File: src/rtl/simon_key_sched.sv
// Simon128/256 key-expansion sequencer: snapshots init_key on launch and streams
// all round keys, one per cycle, into the round-key RAM.
//
// state  | meaning
// IDLE   | waiting for a launchable request; keys_valid reflects the last run
// LOAD   | writing the four snapshot words k0..k3
// EXPAND | writing k4..k[ROUNDS-1]; one trailing cycle closes the run
module simon_key_sched #(
  parameter int WORD_BITS = 64,
  parameter int KEY_WORDS = 4,
  parameter int ROUNDS    = 72,
  parameter int ADDR_BITS = 7,
  parameter logic [0:61] Z_SEQ = 62'b11010001111001101011011000100000010111000011001010010011101111
) (
  input  logic                           clk,
  input  logic                           rst_n,
  input  logic [KEY_WORDS*WORD_BITS-1:0] init_key,
  input  logic                           key_compute_start,
  input  logic                           cipher_busy,
  output logic                           rk_we,
  output logic [ADDR_BITS-1:0]           rk_addr,
  output logic [WORD_BITS-1:0]           rk_wdata,
  output logic                           busy,
  output logic                           keys_valid,
  output logic                           start_pending
);

  typedef enum logic [1:0] {IDLE, LOAD, EXPAND} state_t;

  localparam logic [ADDR_BITS-1:0] LAST_LOAD = ADDR_BITS'(KEY_WORDS - 1);
  localparam logic [ADDR_BITS-1:0] DONE_IDX  = ADDR_BITS'(ROUNDS);
  localparam logic [ADDR_BITS-1:0] Z_LEN     = ADDR_BITS'(62);

  state_t               state;
  logic [ADDR_BITS-1:0] idx;
  logic [WORD_BITS-1:0] hist [KEY_WORDS];
  logic [1:0]           rst_sync;
  logic                 rst_int_n;
  logic                 launch;
  logic [ADDR_BITS-1:0] z_off;
  logic [ADDR_BITS-1:0] z_idx;
  logic [5:0]           z_sel;
  logic [WORD_BITS-1:0] tmp_a;
  logic [WORD_BITS-1:0] tmp_b;
  logic [WORD_BITS-1:0] k_next;

  // Reset asserts immediately but releases on a clock edge.
  always_ff @(posedge clk or negedge rst_n) begin
    if (!rst_n) rst_sync <= 2'b00;
    else        rst_sync <= {rst_sync[0], 1'b1};
  end
  assign rst_int_n = rst_sync[1];

  assign launch = (state == IDLE) && (start_pending || key_compute_start) && !cipher_busy;

  always_comb begin
    z_off  = idx - ADDR_BITS'(KEY_WORDS);
    z_idx  = (z_off >= Z_LEN) ? z_off - Z_LEN : z_off;
    z_sel  = z_idx[5:0];
    tmp_a  = {hist[3][2:0], hist[3][WORD_BITS-1:3]} ^ hist[1];
    tmp_b  = tmp_a ^ {tmp_a[0], tmp_a[WORD_BITS-1:1]};
    k_next = ~hist[0] ^ tmp_b ^ WORD_BITS'(Z_SEQ[z_sel]) ^ WORD_BITS'(3);
  end

  always_ff @(posedge clk or negedge rst_int_n) begin
    if (!rst_int_n) begin
      state         <= IDLE;
      idx           <= '0;
      rk_we         <= 1'b0;
      rk_addr       <= '0;
      rk_wdata      <= '0;
      busy          <= 1'b0;
      keys_valid    <= 1'b0;
      start_pending <= 1'b0;
      for (int w = 0; w < KEY_WORDS; w++) hist[w] <= '0;
    end else begin
      start_pending <= launch ? 1'b0 : (start_pending | key_compute_start);
      rk_we         <= 1'b0;
      rk_addr       <= '0;
      rk_wdata      <= '0;
      case (state)
        IDLE: begin
          if (launch) begin
            for (int w = 0; w < KEY_WORDS; w++)
              hist[w] <= init_key[w*WORD_BITS +: WORD_BITS];
            keys_valid <= 1'b0;
            busy       <= 1'b1;
            idx        <= '0;
            state      <= LOAD;
          end
        end
        LOAD: begin
          rk_we    <= 1'b1;
          rk_addr  <= idx;
          rk_wdata <= hist[idx[1:0]];
          idx      <= idx + 1'b1;
          if (idx == LAST_LOAD) state <= EXPAND;
        end
        EXPAND: begin
          if (idx == DONE_IDX) begin
            busy       <= 1'b0;
            keys_valid <= 1'b1;
            idx        <= '0;
            state      <= IDLE;
          end else begin
            rk_we    <= 1'b1;
            rk_addr  <= idx;
            rk_wdata <= k_next;
            hist[0]  <= hist[1];
            hist[1]  <= hist[2];
            hist[2]  <= hist[3];
            hist[3]  <= k_next;
            idx      <= idx + 1'b1;
          end
        end
        default: state <= IDLE;
      endcase
    end
  end

endmodule

File: config.mk
export PLATFORM = sky130hd
export DESIGN_NAME = simon_key_sched
export DESIGN_NICKNAME = d
export VERILOG_FILES = /design/src/rtl/simon_key_sched.sv
export SDC_FILE = /design/constraint.sdc
export NUM_CORES = 1
export LEC_CHECK = 0
export ABC_AREA = 1
export CORE_MARGIN = 3
export CORE_UTILIZATION = 58
export DETAILED_ROUTE_END_ITERATION = 10
export PLACE_DENSITY_LB_ADDON = 0.12
export SYNTH_ARGS = -nofsm -noshare
export SYNTH_HDL_FRONTEND = slang
export SYNTH_SLANG_ARGS = --single-unit
File: constraint.sdc
create_clock -name clk -period 28.5 [get_ports clk]
set_clock_uncertainty 0.15 [all_clocks]
set_input_delay 5.7 -clock clk [delete_from_list [all_inputs] [get_ports clk]]
set_output_delay 5.7 -clock clk [all_outputs]
set_load 0.05 [all_outputs]
Word level (Yosys, flattened, before mapping)
Memories as Yosys holds them, arrays and structs flattened.
Index checks and enable logic that the tools add are counted.

storage, ports and cells
  register bits = 342
  memory bits (read-only) = 64
  bits of input ports = 260
  output and inout port bits = 75
  logic and storage cells = 77
  memories kept = 1

memory list
  name              depth  width  rd ports  clocked after Yosys merged registers in  wr ports  RTL line  text
  (name not given)  64     1      1         0                                        0         62        k_next = ~hist[0] ^ tmp_b ^ WORD_BITS'(Z_SEQ[z_sel]) ^ WORD_BITS'(3);

cells by class
  add/sub/neg operators = 3
  magnitude comparators = 3
  equal/unequal tests = 8
  muxes and demuxes = 29
  bitwise operators = 9
  reduce and logical (&&, ||, !) cells = 11

operator list
  cell                   count
  $mux W256              2
  $pmux W256 S2          1
  $mux W64               3
  $xor A64 B64 Y64       3
  $bmux W64 S2           1
  $pmux W64 S2           1
  $not A64 Y64           1
  $xor A64 B1 Y64        1
  $mux W7                3
  $pmux W7 S3            1
  $pmux W7 S2            1
  $reduce_and A3 Y1      3
  $mux W1                8
  $ne A2 B2 Y1 const B   4
  $add A7 B1 Y7 const B  1
  $eq A7 B2 Y1 const B   1
  $eq A7 B7 Y1 const B   1
  $ge A7 B6 Y1 const B   1
  $ge A7 B7 Y1 const B   1
  $not A6 Y7             1
  $sub A7 B3 Y7 const B  1
  $mux W2                3
  $mux W6                1
  $pmux W1 S2            3
  other kinds (15)       16

Logic depth before layout (Yosys ltp)
Gate-level depths: netlist (run 1).

  depth in word-level cells = 11
  depth in mapped cells = 25
  gate-level depth less buffers = 24

Worst setup path before layout (run 1)
OpenSTA, ideal clock, no wires.

  path kind = input port to flip-flop
  start point = input port key_compute_start
  end point = register hist[100] in the netlist's numbering
  setup time = 130 ps
  arrival time = 6794 ps
  required time = 28220 ps
  path slack = 21425 ps
  stages on the path = 8
  buffers on the path = 2
  path through = nor2_1 > nor3_2 > o21bai_1 > nand2_2 > inv_2 > buf_2 > clkbuf_1 > o21ai_0

on the way
  longest elaborated chain between the ends = 5

ends and longest elaborated chain
  element                             RTL line  text
  start, declared                     18        input logic key_compute_start,
  $logic_or A1 B1 Y1                  54        assign launch = (state == IDLE) && (start_pending || key_compute_start) && !cipher_busy;
  $logic_and A1 B1 Y1 (2 in a row)    54
  $ne A2 B2 Y1 (no source line)       n/a
  $reduce_and A3 Y1 (no source line)  n/a
  end signal, assigned by index       85        hist[w] <= init_key[w*WORD_BITS +: WORD_BITS];
  end, declared                       36        logic [WORD_BITS-1:0] hist [KEY_WORDS];

No other way between the ends.
A chain may end at the register's enable or synchronous reset.

Final worst setup path (run 1)
  start point = input port key_compute_start
  end point = register hist[33] in the netlist's numbering

Same word-level chain as after synthesis.

==> flow_summary.yaml, run 1 <==
clock_tree:
  cts_tree: "done"
  clock_path_buffers: 3
  cts_setup_buffers: 0
  clkTransAtPathRegs_ns: 0.06
  htreeDepth: 2
  clock_latency_ns: 0.53
  root_buffer: "clkbuf_16"
  cts_hold_buf: 0
  cts.sink_count: 342
  cts_made_buffers: 38
  cts_resized: 0
sta:
  tightestPinTransition_ns: 1.14
  finalCriticalPeriod_ns: 9.75
  finalSetupTns_ns: 0
  drv_slew: 0
  timing.fmax_mhz: 103
  final.period_utilization_pct: 34.2
  setup_viol_count_final: 0
  slew_headroom_pct: 24.3
  hold-worst-slack_ns: 0.180
  rsz0062_at_grt: "no"
  hold_violations: 0
setup_path:
  regToRegStartpoint: "state[0]$_DFFE_PN0P_"
  reg2regPathDepth: 10
  regToRegSetupSlack_ns: 22.78
  critPathLaunchType: "primary input"
  setup.worst_path.start: "key_compute_start"
  rr_endpoint: "hist[33]$_DFFE_PN0P_"
  cp.arrival_ns: 10.01
  crit_fanout: 157
  worstSetupEndpointType: "flip-flop"
  critPathKind: "in2reg"
  crit_end: "hist[33]$_DFFE_PN0P_"
  critPathRequiredTime_ns: 28.76
placement:
  place_congestion: 0.854
  dp_cells: 2999
  dp_hpwl_um: 36700
  place.port_buffers: 334
yosys:
  ys_ff_latch: 342
  synth_top_area_share_pct: 44.3
  synthCells: 2378
  synth_area_um2: 19300
  synth_cell_types: 37
  synth_fp_nets: 2653
  syn_area_per_cell_um2: 8.12
  yosysSeqAreaShare_pct: 44.3
  synth-warning-count: 0
  synthTopCellsByArea: "dfrtp_1 (44%), o21ai_0 (12%), o211ai_1 (7.6%), nand2_1 (6.9%), xor2_1 (6.1%)"
  yosys.area.top_type: "dfrtp_1"
layout:
  nets: 2872
  utilization_pct: 73.1
  drive_above_1_share_pct: 4.50
  antenna_cells: 0
  syn_to_final_growth_pct: 23.9
  final_cells: 3062
global_routing:
  grt_start_max_net_pins: 172
  antenna_found_initial: 1
  grtUsageTotal_pct: 31.5
  grt_overflow_total: 0
  grt_pass1_wl_um: 91100
  grt_pass1_vias: 17238
detailed_routing:
  antenna_left: 0
  vias: 17913
  wl_um: 57500
  wl_per_cell_um: 18.8
  viasPerCell: 5.85
  firstDrtPassIters: 5
  drt-initial-drc-count: 2058
  post-route-drc-count: 0
die:
  die_h_um: 188
  ios: 335
  die_area_um2: 35500
  start_util_pct: 59.0
  coreArea_um2: 32700
  rows: 66
  die_x_um: 188
outcome:
  outcome: "complete, no violations"
power:
  sw_frac_of_total_pct: 47.0
  clkPwrFrac_pct: 17.1
  cellPowerDensity_nw_per_um2: 120
  peakVddDrop_v: 0.0000811
  power.switching_mw: 1.35
  power_leakage_nw: 9.86
  p_int_mw: 1.52
  power_frac_seq_pct: 29.5
  p_comb_share_pct: 53.5
run:
  maxCapViolations: 0
min_path:
  hold_path.class: "reg2async"
==> critical path: stages <==
cell,delay (ns)
clkdlybuf4s50_1,0.46
nor2_1,0.06
nor3_2,0.24
o21bai_1,0.24
nand2_4,0.38
inv_8,0.64
buf_4,0.85
buf_4,0.97
o211ai_1,0.19
o21ai_0,0.16
==> kinds of logic after synthesis <==
kind of cell | count (synthesis) | synth area share (%)
adders and majority gates | 15 | 0.972
DFF | 342 | 44.3
xor gates and xnor gates | 196 | 8.89
buffers and inverters | 400 | 8.05
AOI/OAI and AO/OA | 886 | 26.2
and+or+nand+nor | 538 | 11.6
other | 1 | 0.0194
==> synthesized netlist by cell type <==
| cell | instances |
|---|---|
| o21ai_0 | 447 |
| nand2_1 | 353 |
| dfrtp_1 | 342 |
| inv_1 | 218 |
| o211ai_1 | 196 |
| a21oi_1 | 193 |
| xor2_1 | 134 |
| nor2_1 | 126 |
| clkbuf_1 | 118 |
| xnor2_1 | 62 |
| o21a_1 | 40 |
| buf_2 | 31 |
| nand3_1 | 24 |
| buf_1 | 22 |
| ha_1 | 15 |
| nand2_2 | 8 |
| nand2_4 | 7 |
| nand3_2 | 7 |
| inv_2 | 6 |
| nor3_1 | 4 |
| o22ai_1 | 3 |
| a21oi_2 | 2 |
| clkinv_1 | 2 |
| nand2_8 | 2 |
| nand4_1 | 2 |
| nor3b_1 | 2 |
| o21ai_2 | 2 |
| a211o_1 | 1 |
| a31oi_1 | 1 |
| buf_4 | 1 |
| buf_6 | 1 |
| conb_1 | 1 |
| inv_4 | 1 |
| nand4_2 | 1 |
| nor2_4 | 1 |
| nor3_2 | 1 |
| o21bai_1 | 1 |
==> routing by layer <==
layer	vias up	track usage, %	share of wire [%]
met1	8485	43.4	41
met5	-	0	0.023
met4	2	10.7	3.3
li1	8386	-	-
met2	907	51.3	47
met3	133	4.87	8.5
==> flip-flops by register name, summed over array words and instances, names as in the netlist, 2 cells and up <==
name and flops:
idx 7, state 2, rk_addr 7, rk_wdata 64, rst_sync 2, hist 256
==> power groups by stage <==
stage	Combinational, mW	Sequential [mW]	Clock, mW
after floorplan	1.12	0.866	0
after global placement	1.47	0.841	0
after detailed placement	1.50	0.850	0
after CTS	1.52	0.845	0.495
after global routing	1.71	0.869	0.515
final	1.54	0.847	0.490
==> cell usage in the layout, fill, tap and decap left out, types with 3 or more instances in the layout <==
cell,instances
o21ai_0,447
nand2_1,353
dfrtp_1,339
clkdlybuf4s50_1,334
inv_1,217
o211ai_1,196
a21oi_1,193
xor2_1,134
nor2_1,126
xnor2_1,62
o21a_1,40
clkbuf_16,39
nand3_1,24
buf_4,17
ha_1,13
nand2_4,8
clkbuf_1,8
nand2_2,7
nand3_2,7
inv_2,6
clkbuf_8,6
nor3_1,4
clkinv_2,4
o22ai_1,3
bufinv_16,3
==> stage by stage <==
step | power, mW | instance area, µm² | setup WS, ns
4_1_cts | 2.86 | 23900 | 18.77
3_5_place_dp | 2.35 | 22700 | 18.25
3_3_place_gp | 2.31 | 22700 | 18.50
2_1_floorplan | 1.98 | 19300 | 18.11
5_1_grt | 3.09 | 23900 | 18.32
6_report | 2.87 | 23900 | 18.75
==> layout make-up <==
cell class / instances / area (µm²)
fillers: 2539 / 8790
flip-flops and latches: 342 / 8570
inverters: 227 / 865
multi-input cells: 1636 / 9220
clock inverters: 10 / 134
clock buffers: 53 / 1090
repair buffers: 352 / 3490
well taps: 442 / 553
==> how the worst min path moves through the flow <==
stage,from,slack (ns),endpoint,cells after the start
floorplan,rst_sync[0]$_DFF_PN0_,0.18,rst_sync[1]$_DFF_PN0_,0
global route,rst_sync[1]$_DFF_PN0_,0.22,hist[21]$_DFFE_PN0P_,0
CTS,rst_sync[1]$_DFF_PN0_,0.20,hist[212]$_DFFE_PN0P_,0
global placement,rst_sync[1]$_DFF_PN0_,0.19,hist[85]$_DFFE_PN0P_,0
detailed placement,rst_sync[0]$_DFF_PN0_,0.19,rst_sync[1]$_DFF_PN0_,0
finish,rst_sync[1]$_DFF_PN0_,0.18,hist[21]$_DFFE_PN0P_,0
Note: power is estimated with default switching activity, not from simulation.
==> inputs of run 2 (changes only) <==
Settings changed: CORE_UTILIZATION 58 to 54.
Clock period 28.5 ns to 9 ns, I/O delays scaled along.
==> run 2 against run 1 <==
Sequential share of layout area shrank 0.17 points. Cell count up 0.56%. Non-clock buffer count is 1 lower. Register-to-register slack worse by 18 ns. Core utilization shrank 4.2 points. First-iteration DRC count down 22%. Via count down 1.1%. Setup slack got worse by 14 ns. Design area increased by 0.50%.
==> flow_summary.yaml, run 2 (synthesis results as in run 1) <==
setup_path:
  cp.arrival_ns: 4.99
  crit_fanout: 202
  critPathKind: "in2reg"
  slowest_delay_ns: 0.80
  critPathLaunchType: "primary input"
  worstSetupEndpointType: "flip-flop"
  crit_chain: "clkdlybuf4s50_1 -> nor2_1 -> nor3_2 -> o21bai_1 -> nand2_4 -> inv_8 -> buf_4 -> o211ai_1 -> o21ai_0"
  critPathRequiredTime_ns: 9.29
  slowest_stage: "buf_4"
detailed_routing:
  firstDrtPassIters: 6
  wl_um: 57600
  post-route-drc-count: 0
  antenna_left: 0
  vias: 17714
  drt-initial-drc-count: 1601
  wl_per_cell_um: 18.7
  viasPerCell: 5.75
global_routing:
  grtUsageTotal_pct: 29.6
  antenna_found_initial: 1
  grt_pass1_vias: 17310
  grt_pass1_wl_um: 92100
  grt_start_max_net_pins: 203
  grt_overflow_total: 0
layout:
  regMostFlops: "hist"
  biggestRegsByFlops: "hist x256, rk_wdata x64"
  final_cell_mix: "o21ai_0 (447), nand2_1 (353), dfrtp_1 (339), clkdlybuf4s50_1 (334), inv_1 (217)"
  utilization_pct: 68.9
  final_common_cell: "o21ai_0"
  largest_reg_flops: 256
  drive_above_1_share_pct: 4.69
  nets: 2872
  syn_to_final_growth_pct: 24.5
  design_area_um2: 24000
  antenna_cells: 0
  final_cells: 3079
clock_tree:
  cts_hold_buf: 0
  cts_made_buffers: 39
  htreeDepth: 2
  cts_resized: 0
  clock_latency_ns: 0.54
  cts_setup_buffers: 0
  root_buffer: "clkbuf_16"
  cts.sink_count: 342
  clock_path_buffers: 3
  cts_tree: "done"
  clkTransAtPathRegs_ns: 0.06
sta:
  timing.fmax_mhz: 213
  finalCriticalPeriod_ns: 4.70
  tightestPinTransition_ns: 1.15
  slew_headroom_pct: 23.3
  final.period_utilization_pct: 52.2
  rsz0062_at_grt: "no"
  setup_viol_count_final: 0
  hold_violations: 0
  hold-worst-slack_ns: 0.131
  drv_slew: 0
  finalSetupTns_ns: 0
die:
  die_area_um2: 38100
  die_h_um: 195
  die_x_um: 195
  coreArea_um2: 34900
  rows: 68
  start_util_pct: 55.4
  ios: 335
placement:
  dp_hpwl_um: 36700
  place.port_buffers: 334
  place_congestion: 0.850
  dp_cells: 3011
  placed_cell_area_um2: 22700
run:
  maxCapViolations: 0
power:
  power_leakage_nw: 9.92
  peakVddDrop_v: 0.000235
  cellPowerDensity_nw_per_um2: 382
min_path:
  hold_path.class: "reg2async"
outcome:
  outcome: "complete, no violations"
run 2: path summary, 6_finish.rpt:
check,startpoint,end,slack (ns),depth (start not counted)
setup reg to reg,state[0]$_DFFE_PN0P_,hist[164]$_DFFE_PN0P_,4.45,9
hold / removal,rst_sync[1]$_DFF_PN0_,hist[23]$_DFFE_PN0P_,0.13,0
setup / recovery,key_compute_start,hist[164]$_DFFE_PN0P_,4.30,9
hold reg to reg,rst_sync[1]$_DFF_PN0_,hist[23]$_DFFE_PN0P_,0.13,0
max in group asynchronous,rst_sync[1]$_DFF_PN0_,idx[0]$_DFFE_PN0P_,7.20,1
min in group clk,rst_sync[0]$_DFF_PN0_,rst_sync[1]$_DFF_PN0_,0.20,0
run 2: cell type report:
cell class / instances / area, µm²
clock buffer: 55 / 1150
clock inverter: 13 / 169
fill: 2867 / 10800
inverter: 227 / 865
multi-input combinational: 1636 / 9220
sequential: 342 / 8570
tap: 455 / 569
timing repair buffer: 351 / 3500
run 2: power breakdown:
part	switching, mW	internal (mW)
sequential	0.468	2.20
combinational	3.17	1.69
clock	0.641	1.00
run 2: critical path: cells and delay by family:
| kind | cells | cell delay (ns) |
|---|---|---|
| buffers and inverters | 3 | 1.91 |
| AO/OA/AOI/OAI | 3 | 0.57 |
| AND/OR/NAND/NOR | 3 | 0.62 |
run 2: through the flow:
stage          setup slack [ns]  total power [mW]
4_1_cts                    4.20              9.16
3_5_place_dp               3.66              7.46
3_3_place_gp               3.80              7.32
6_report                   4.30              9.17
2_1_floorplan              3.26              6.27
5_1_grt                    3.82              9.90
run 2: per-layer routing:
layer | global-route usage [%] | wire (µm) | part of all wire, %
met1 | 40.1 | 24100 | 42
met2 | 48.5 | 27200 | 47
met3 | 5.09 | 4290 | 7.4
met4 | 10.4 | 1970 | 3.4
met5 | 0 | 16 | 0.028
==> inputs of run 3 (changes only) <==
Settings changed: CORE_UTILIZATION 54 to 49.
Clock period 9 ns to 3.8 ns, I/O delays scaled along.
==> run 3 against run 2 <==
Power up 140%. Critical path depth increased by 15. Core utilization fell by 6.1 points. Sequential share of layout area down 0.52 points. Global-route usage is 1.6 points lower. Clock-buffer cell count increased by 1. Design area grew 1.5%. Critical path type is now reg2reg. Largest cell class unchanged.
==> flow_summary.yaml, run 3 (synthesis results as in run 1) <==
global_routing:
  grt_overflow_total: 0
  antenna_found_initial: 0
  grt_pass1_wl_um: 93600
  grt_start_max_net_pins: 264
  grtUsageTotal_pct: 28.1
  grt_pass1_vias: 17296
detailed_routing:
  post-route-drc-count: 0
  drt-initial-drc-count: 1407
  viasPerCell: 5.60
  wl_per_cell_um: 18.8
  wl_um: 59400
  vias: 17690
  firstDrtPassIters: 5
  antenna_left: 0
power:
  peakVddDrop_v: 0.000669
  power_frac_seq_pct: 28.7
  p_comb_share_pct: 53.4
  power.switching_mw: 10.2
  cellPowerDensity_nw_per_um2: 902
  clkPwrFrac_pct: 17.9
  power_leakage_nw: 10.1
  sw_frac_of_total_pct: 46.4
  finalPower_mw: 22.0
  p_int_mw: 11.8
placement:
  dp_cells: 3091
  place_congestion: 0.853
  dpl_worst_slack_ns: 0.683
  place.port_buffers: 334
  dp_hpwl_um: 38300
sta:
  drv_slew: 0
  slew_headroom_pct: 22.7
  setup_viol_count_final: 0
  timing.fmax_mhz: 331
  final.period_utilization_pct: 79.5
  hold_violations: 0
  rsz0062_at_grt: "no"
  finalSetupTns_ns: 0
  hold-worst-slack_ns: 0.196
  tightestPinTransition_ns: 1.16
  finalWorstSetupSlack_ns: 0.780
  finalCriticalPeriod_ns: 3.02
die:
  ios: 335
  die_x_um: 205
  start_util_pct: 49.7
  rows: 72
  coreArea_um2: 38800
  die_h_um: 205
  die_area_um2: 41800
clock_tree:
  cts_made_buffers: 40
  root_buffer: "clkbuf_16"
  clock_path_buffers: 3
  cts_setup_buffers: 0
  cts_tree: "done"
  htreeDepth: 2
  cts_hold_buf: 0
  cts_resized: 0
  cts.sink_count: 342
  clock_latency_ns: 0.55
  clkTransAtPathRegs_ns: 0.06
layout:
  biggestRegsByFlops: "hist x256, rk_wdata x64"
  nets: 2890
  antenna_cells: 0
  largest_reg_flops: 256
  final_common_cell: "o21ai_0"
  syn_to_final_growth_pct: 26.3
  drive_above_1_share_pct: 5.37
  final_cells: 3160
  regMostFlops: "hist"
  fillers: 3370
  final_cell_mix: "o21ai_0 (447), nand2_1 (353), dfrtp_1 (339), clkdlybuf4s50_1 (334), inv_1 (217)"
setup_path:
  crit_fanout: 8
  crit_top_cell: "nand2_1"
  reg2regPathDepth: 24
  critPathBufInv: 4
  regToRegSetupSlack_ns: 0.78
  critical-path-top-delay-family: "simple AND/OR/NAND/NOR gates"
  critPathRequiredTime_ns: 4.09
  crit_chain: "inv_1 -> ha_1 -> inv_1 -> nand2_1 -> nand2_1 -> nand2_4 -> inv_4 -> nand2_8 -> nand2_8 -> nand2_1 -> nand2_1 -> ha_1 -> nand3_2 -> nand2_1 -> inv_1 -> nand2_1 -> nand2_1 -> nand2_1 -> nand2_1 -> nand3_2 -> nand2_1 -> nand2_1 -> nand2_1 -> nand2_1"
  slowest_delay_ns: 0.43
  worstSetupEndpointType: "flip-flop"
  cp.arrival_ns: 3.31
  rr_endpoint: "hist[0]$_DFFE_PN0P_"
  slowest_stage: "dfrtp_1"
  regToRegStartpoint: "idx[2]$_DFFE_PN0P_"
  critPathKind: "reg2reg"
  critPathLaunchType: "flip-flop"
run:
  maxCapViolations: 0
min_path:
  min-delay-start: "rst_sync[0]$_DFF_PN0_"
  hold_path.class: "reg2reg"
  hold_depth: 0
  whs_endpoint: "rst_sync[1]$_DFF_PN0_"
outcome:
  outcome: "complete, no violations"
run 3: cell types whose count changed in the layout (fill, tap and decap cells not counted):
cell        previous run  this run
buf_12                 2        12
buf_4                 15        22
clkbuf_8               7         9
clkbuf_1               7         6
clkinv_4               1         0
clkinvlp_4             0         1
run 3: routing by layer:
metal,vias up,part of all wire (%),global-route usage (%)
met4,0,2.8,9.66
met3,114,7.0,4.12
met1,8450,44,39.3
met5,-,0,0
met2,703,47,44.9
li1,8423,-,-
run 3: final cells by class:
type / instances / area [µm²] / area share, %
inverters: 227 / 865 / 3.55
clock inverters: 13 / 168 / 0.687
multi-input cells: 1636 / 9220 / 37.8
flip-flops and latches: 342 / 8570 / 35.1
well taps: 518 / 648 / 2.66
clock buffers: 56 / 1170 / 4.81
repair buffers: 368 / 3750 / 15.4
run 3: per-stage QoR:
stage	utilization [%]	area (µm²)
finish	62.8	24400
global route	62.8	24400
CTS	62.8	24400
detailed placement	59.4	23000
global placement	59.4	23000
floorplan	-	19300
run 3: power groups by stage:
stage	Sequential, mW	Clock, mW	Combinational [mW]
after floorplan	6.49	0	8.37
after global placement	6.31	0	11.4
after detailed placement	6.36	0	11.6
after CTS	6.31	4.01	11.7
after global routing	6.50	4.17	13.1
final	6.31	3.94	11.7
run 3: worst max-delay path by stage:
stage	startpoint	endpoint	depth (start not counted)
6_report	idx[2]$_DFFE_PN0P_	hist[0]$_DFFE_PN0P_	24
3_5_place_dp	key_compute_start	hist[188]$_DFFE_PN0P_	9
2_1_floorplan	rst_sync[1]$_DFF_PN0_	busy$_DFFE_PN0P_	0
5_1_grt	idx[2]$_DFFE_PN0P_	hist[0]$_DFFE_PN0P_	24
3_3_place_gp	key_compute_start	hist[183]$_DFFE_PN0P_	9
4_1_cts	idx[2]$_DFFE_PN0P_	hist[0]$_DFFE_PN0P_	24
==> edit 1 (config.mk and constraints of run 2) <==
Make the reset (`rst_int_n` and `rst_n`) synchronous in 2 clocked blocks.
--- a/src/rtl/simon_key_sched.sv
+++ b/src/rtl/simon_key_sched.sv
@@ -46,5 +46,5 @@
 
   // Reset asserts immediately but releases on a clock edge.
-  always_ff @(posedge clk or negedge rst_n) begin
+  always_ff @(posedge clk) begin
     if (!rst_n) rst_sync <= 2'b00;
     else        rst_sync <= {rst_sync[0], 1'b1};
@@ -63,5 +63,5 @@
   end
 
-  always_ff @(posedge clk or negedge rst_int_n) begin
+  always_ff @(posedge clk) begin
     if (!rst_int_n) begin
       state         <= IDLE;
Function: differs if rst_n is asserted again (counterexample within 4 cycles, from zero or initial values and one cycle with rst_n low); with rst_n held inactive, the same outputs for 4 cycles.
==> edit 1 against run 2 <==
- area after synthesis down 4.8%
- largest cell class is now sequential cells
- final area down 3.4%
- final cell count down 8.8%
- first-iteration DRC count up 21%
- count of clock-buffer cells in the layout down 1
- setup slack worse by 0.030 ns
- wire length down 0.80%
- critical endpoint is now hist[1][43]$_SDFFCE_PP0P_
- sequential cell count up 2
- non-clock buffer count up 1
Power is not compared: it rests on default switching activity, and its combinational part moved more than twofold at a synthesized area within 25%.
==> edit 1: results (changes against run 2) <==
number of flops mapped to enable cells by yosys=256 (+256); Critical Path Max Stage Delay=0.83 ns (+0.03 ns); pin count of the biggest net entering global routing=97 (-52%); H-Tree Level Count=2 (unchanged); Ys Warns=0 (unchanged); Post-CTS Setup Bufs=0 (unchanged); sequential area share after synthesis=51.4% (+7.1 points); P_leak=8.37 nW; Iter 0 DRT Violations=1935 (+21%); top cells by area, synth=edfxtp_1 (42%), o21ai_0 (11%), dfxtp_1 (9.6%); Final HPWL DP=35700 um (-2.7%); Layout Nets=2610 (-9.1%); biggest regs=hist: 256 flops, rk_wdata: 64 flops; vias in the first global route=16200 (-6.3%); commonest cells in the netlist=o21ai_0 (396), nand2_1 (325), edfxtp_1 (256), nand3_1 (198), a21oi_1 (133); Multi-input gate area=8020 um^2 (-13%); Detailed Route WL=57100 um (-0.80%); Top delay family on crit path=buffers and inverters; Netlist cell types=36 (-2.7%); ys async rst share=0% (-100 points); Resize count post-CTS=0 (unchanged); CTS root buffer=clkbuf_16; Max FO, Critical Path=94 (-53%); Max Root-Sink Buffers=3 (unchanged); Fill cells=2587 (-9.8%); Vias/cell=5.80 (+0.74%); Total GRT Usage=30.6% (+0.98 points); Worst Hold Class=flop to flop; area after detailed placement=22000 um^2 (-3.3%); internal power=0.00302 W; initial antenna violation count=6 (+5); first-pass GRT wire length=88100 um (-4.4%); Slew HR=25.4% (+2.1 points); status=finished, final reports clean; CP arrival=4.93 ns (-0.06 ns); Worst-path clk slew=0.06 ns (about the same); maximum VDD drop=0.172 mV; layout cell share with drive strength beyond 1=6.98% (+2.3 points); # port buffers=334 (unchanged); TritonRoute pass-1 iters=5 (-1); Final Wtd Congestion=0.896 (+5.4%); total clock buffers created by CTS=38 (-2.6%); syn nets=2362 (-11%); Clock Latency Late Sink=0.53 ns
==> edit 1: final timing paths <==
kind | start | end | slack [ns] | cells past startpoint
setup / recovery | key_compute_start | hist[1][43]$_SDFFCE_PP0P_ | 4.27 | 10
hold / removal | rst_sync[0]$_DFF_P_ | rst_sync[1]$_SDFF_PN0_ | 0.26 | 2
setup reg to reg | idx[1]$_SDFFE_PN0P_ | hist[2][57]$_DFFE_PP_ | 4.85 | 8
hold reg to reg | rst_sync[0]$_DFF_P_ | rst_sync[1]$_SDFF_PN0_ | 0.26 | 2
==> edit 1: logic make-up (layout without fill, tap and decap cells) <==
| group | count (synthesis) | after routing | synth area share (%) |
|---|---|---|---|
| flip-flops | 344 | 344 | 51.4 |
| other | 0 | 4 | 0 |
| XOR/XNOR | 196 | 196 | 9.38 |
| AND/OR/NAND/NOR | 723 | 723 | 17.7 |
| adder cells (fa/ha/maj) | 16 | 16 | 1.09 |
| AO/OA/AOI/OAI | 546 | 546 | 15.0 |
| buffers and inverters | 261 | 538 | 5.50 |
==> edit 1: cell type report <==
cell class / count / share of cell area (%)
diodes: 4 / 0.0431
clock buffers: 54 / 4.71
clock inverters: 15 / 0.631
inverters: 117 / 1.92
multi-input cells: 1481 / 34.6
flip-flops and latches: 344 / 40.8
well taps: 442 / 2.38
repair buffers: 352 / 15.0
==> edit 1: power groups by stage <==
stage / combinational, W / clock (W) / sequential (W)
finish: 0.000632 / 0.00157 / 0.00191
global route: 0.000684 / 0.00164 / 0.00192
global placement: 0.000609 / 0 / 0.00193
detailed placement: 0.000618 / 0 / 0.00194
CTS: 0.000625 / 0.00158 / 0.00190
floorplan: 0.000366 / 0 / 0.00192
==> edit 1: metrics by stage <==
stage	setup slack, ns	instances
floorplan	4.14	2086
global placement	3.96	2736
detailed placement	3.86	2736
CTS	4.36	2805
global route	4.12	2808
finish	4.27	2809
==> edit 1: layer usage <==
layer	global-route usage [%]	share of wire [%]	up-vias
met4	11.5	3.5	4
met1	41.6	40	7640
li1	-	-	7594
met2	49.6	46	908
met5	0	0.037	-
met3	5.17	10	135
==> edit 1: worst register-to-register path, delay by kind of cell (launching register included) <==
| family | cells | cell delay (ns) |
|---|---|---|
| compound gates | 1 | 0.48 |
| simple gates | 4 | 1.65 |
| buf+inv | 2 | 0.93 |
| flops | 1 | 0.52 |
| fa+ha+maj | 1 | 0.23 |
==> edit 2 (config.mk and constraints of run 2) <==
Made on the original files. Change the parameter `ADDR_BITS` from 7 to 8.
--- a/src/rtl/simon_key_sched.sv
+++ b/src/rtl/simon_key_sched.sv
@@ -10,5 +10,5 @@
   parameter int KEY_WORDS = 4,
   parameter int ROUNDS    = 72,
-  parameter int ADDR_BITS = 7,
+  parameter int ADDR_BITS = 8,
   parameter logic [0:61] Z_SEQ = 62'b11010001111001101011011000100000010111000011001010010011101111
 ) (
Ports: changed (resized rk_addr); port bits go from 335 to 336. No check against the original RTL was run, so the function may have changed too.
==> edit 2 against run 2 <==
- first-iteration DRC count is 1.0% lower
- power is 0.90% lower
- count of clock-buffer cells in the layout is 5 higher
- setup slack worse by 0.40 ns
- sequential cell count is 2 higher
- wire length is 0.14% higher
- area after synthesis hardly changed
- final area is 0.23% lower
- clock power is 4% lower
==> edit 2: results (changes against run 2) <==
CP arrival=5.41 ns (+0.42 ns); reg-to-reg endpoint=hist[99]$_DFFE_PN0P_; XOR/XNOR Fraction of Synth Area=8.80% (-0.091 points); Worst Hold Class=flop to flop; Hold Worst Slack=0.203 ns (+0.0715 ns); vias in the first global route=17300 (-0.12%); met3 wire length=4890 um (+14%); GR Layer Usage met1=40.9% (+0.78 points); M3 GR Usage=5.14% (+0.052 points); sequential area share after synthesis=44.6% (+0.26 points); wl on met1=23800 um (-1.1%); post-synthesis adder-cell area fraction=0.972% (about the same); commonest cells in the netlist=o21ai_0 (450), nand2_1 (364), dfrtp_1 (344), inv_1 (225); final period demand of the worst path=5.10 ns (+0.399 ns); P_leak=9.94 nW (+0.23%); syn nets=2669 (+0.60%); maximum VDD drop=0.247 mV (+5.2%); Iter 0 DRT Violations=1585 (-1.0%); layout cell share with drive strength beyond 1=4.21% (-0.48 points); post-synthesis compound-gate area fraction=26.2% (about the same); Layout Nets=2887 (+0.52%); placed cells=3026 (+0.50%); status=finished, final reports clean; Netlist cell types=35 (-5.4%); WL met2=26900 um (-0.92%); initial antenna violation count=6 (+5); Syn Area/Cell=8.07 um^2 (-0.66%); Place WS=3.43 ns (-0.230 ns); Vias/cell=5.76 (+0.14%); r2r setup slk=4.25 ns (-0.20 ns); Final Wtd Congestion=0.857 (+0.85%); Worst-Margin Slew=1.29 ns (+0.140 ns); # port buffers=335 (+0.30%); pin count of the biggest net entering global routing=237 (+17%); Finished Layout Cells=3093 (+0.45%); Max FO, Critical Path=236 (+17%); Final HPWL DP=36500 um (-0.39%); area after detailed placement=22700 um^2 (about the same); switching fraction of total power=46.9% (+0.29 points); CP endpoint=hist[146]$_DFFE_PN0P_
-- edit 2: cell types whose count changed after synthesis, moves of 4 or more --
cell	before	now
nand2_1	353	364
buf_1	22	31
clkbuf_1	118	111
inv_1	218	225
nand2_4	7	1
nand3_1	24	19
nand4_1	2	7
nand3_2	7	3
-- edit 2: power groups by stage --
stage          clock, W  sequential (W)  combinational, W
6_report        0.00157         0.00268           0.00484
3_3_place_gp          0         0.00268           0.00466
5_1_grt         0.00165         0.00276           0.00541
2_1_floorplan         0         0.00276           0.00352
4_1_cts         0.00159         0.00268           0.00480
3_5_place_dp          0         0.00270           0.00475
-- edit 2: area by class of cell --
type	instances	area (um^2)
Clock buffer	60	1210
Clock inverter	7	50.0
Fill cell	2824	10900
Inverter	231	877
Multi-Input combinational cell	1643	9160
Sequential cell	344	8620
Tap cell	455	569
Timing Repair Buffer	353	3500
-- edit 2: worst max-delay path: cells and delay by family --
family          cells  cell delay (ns)
compound gates      3             0.58
simple gates        3             0.67
buf+inv             3             2.03
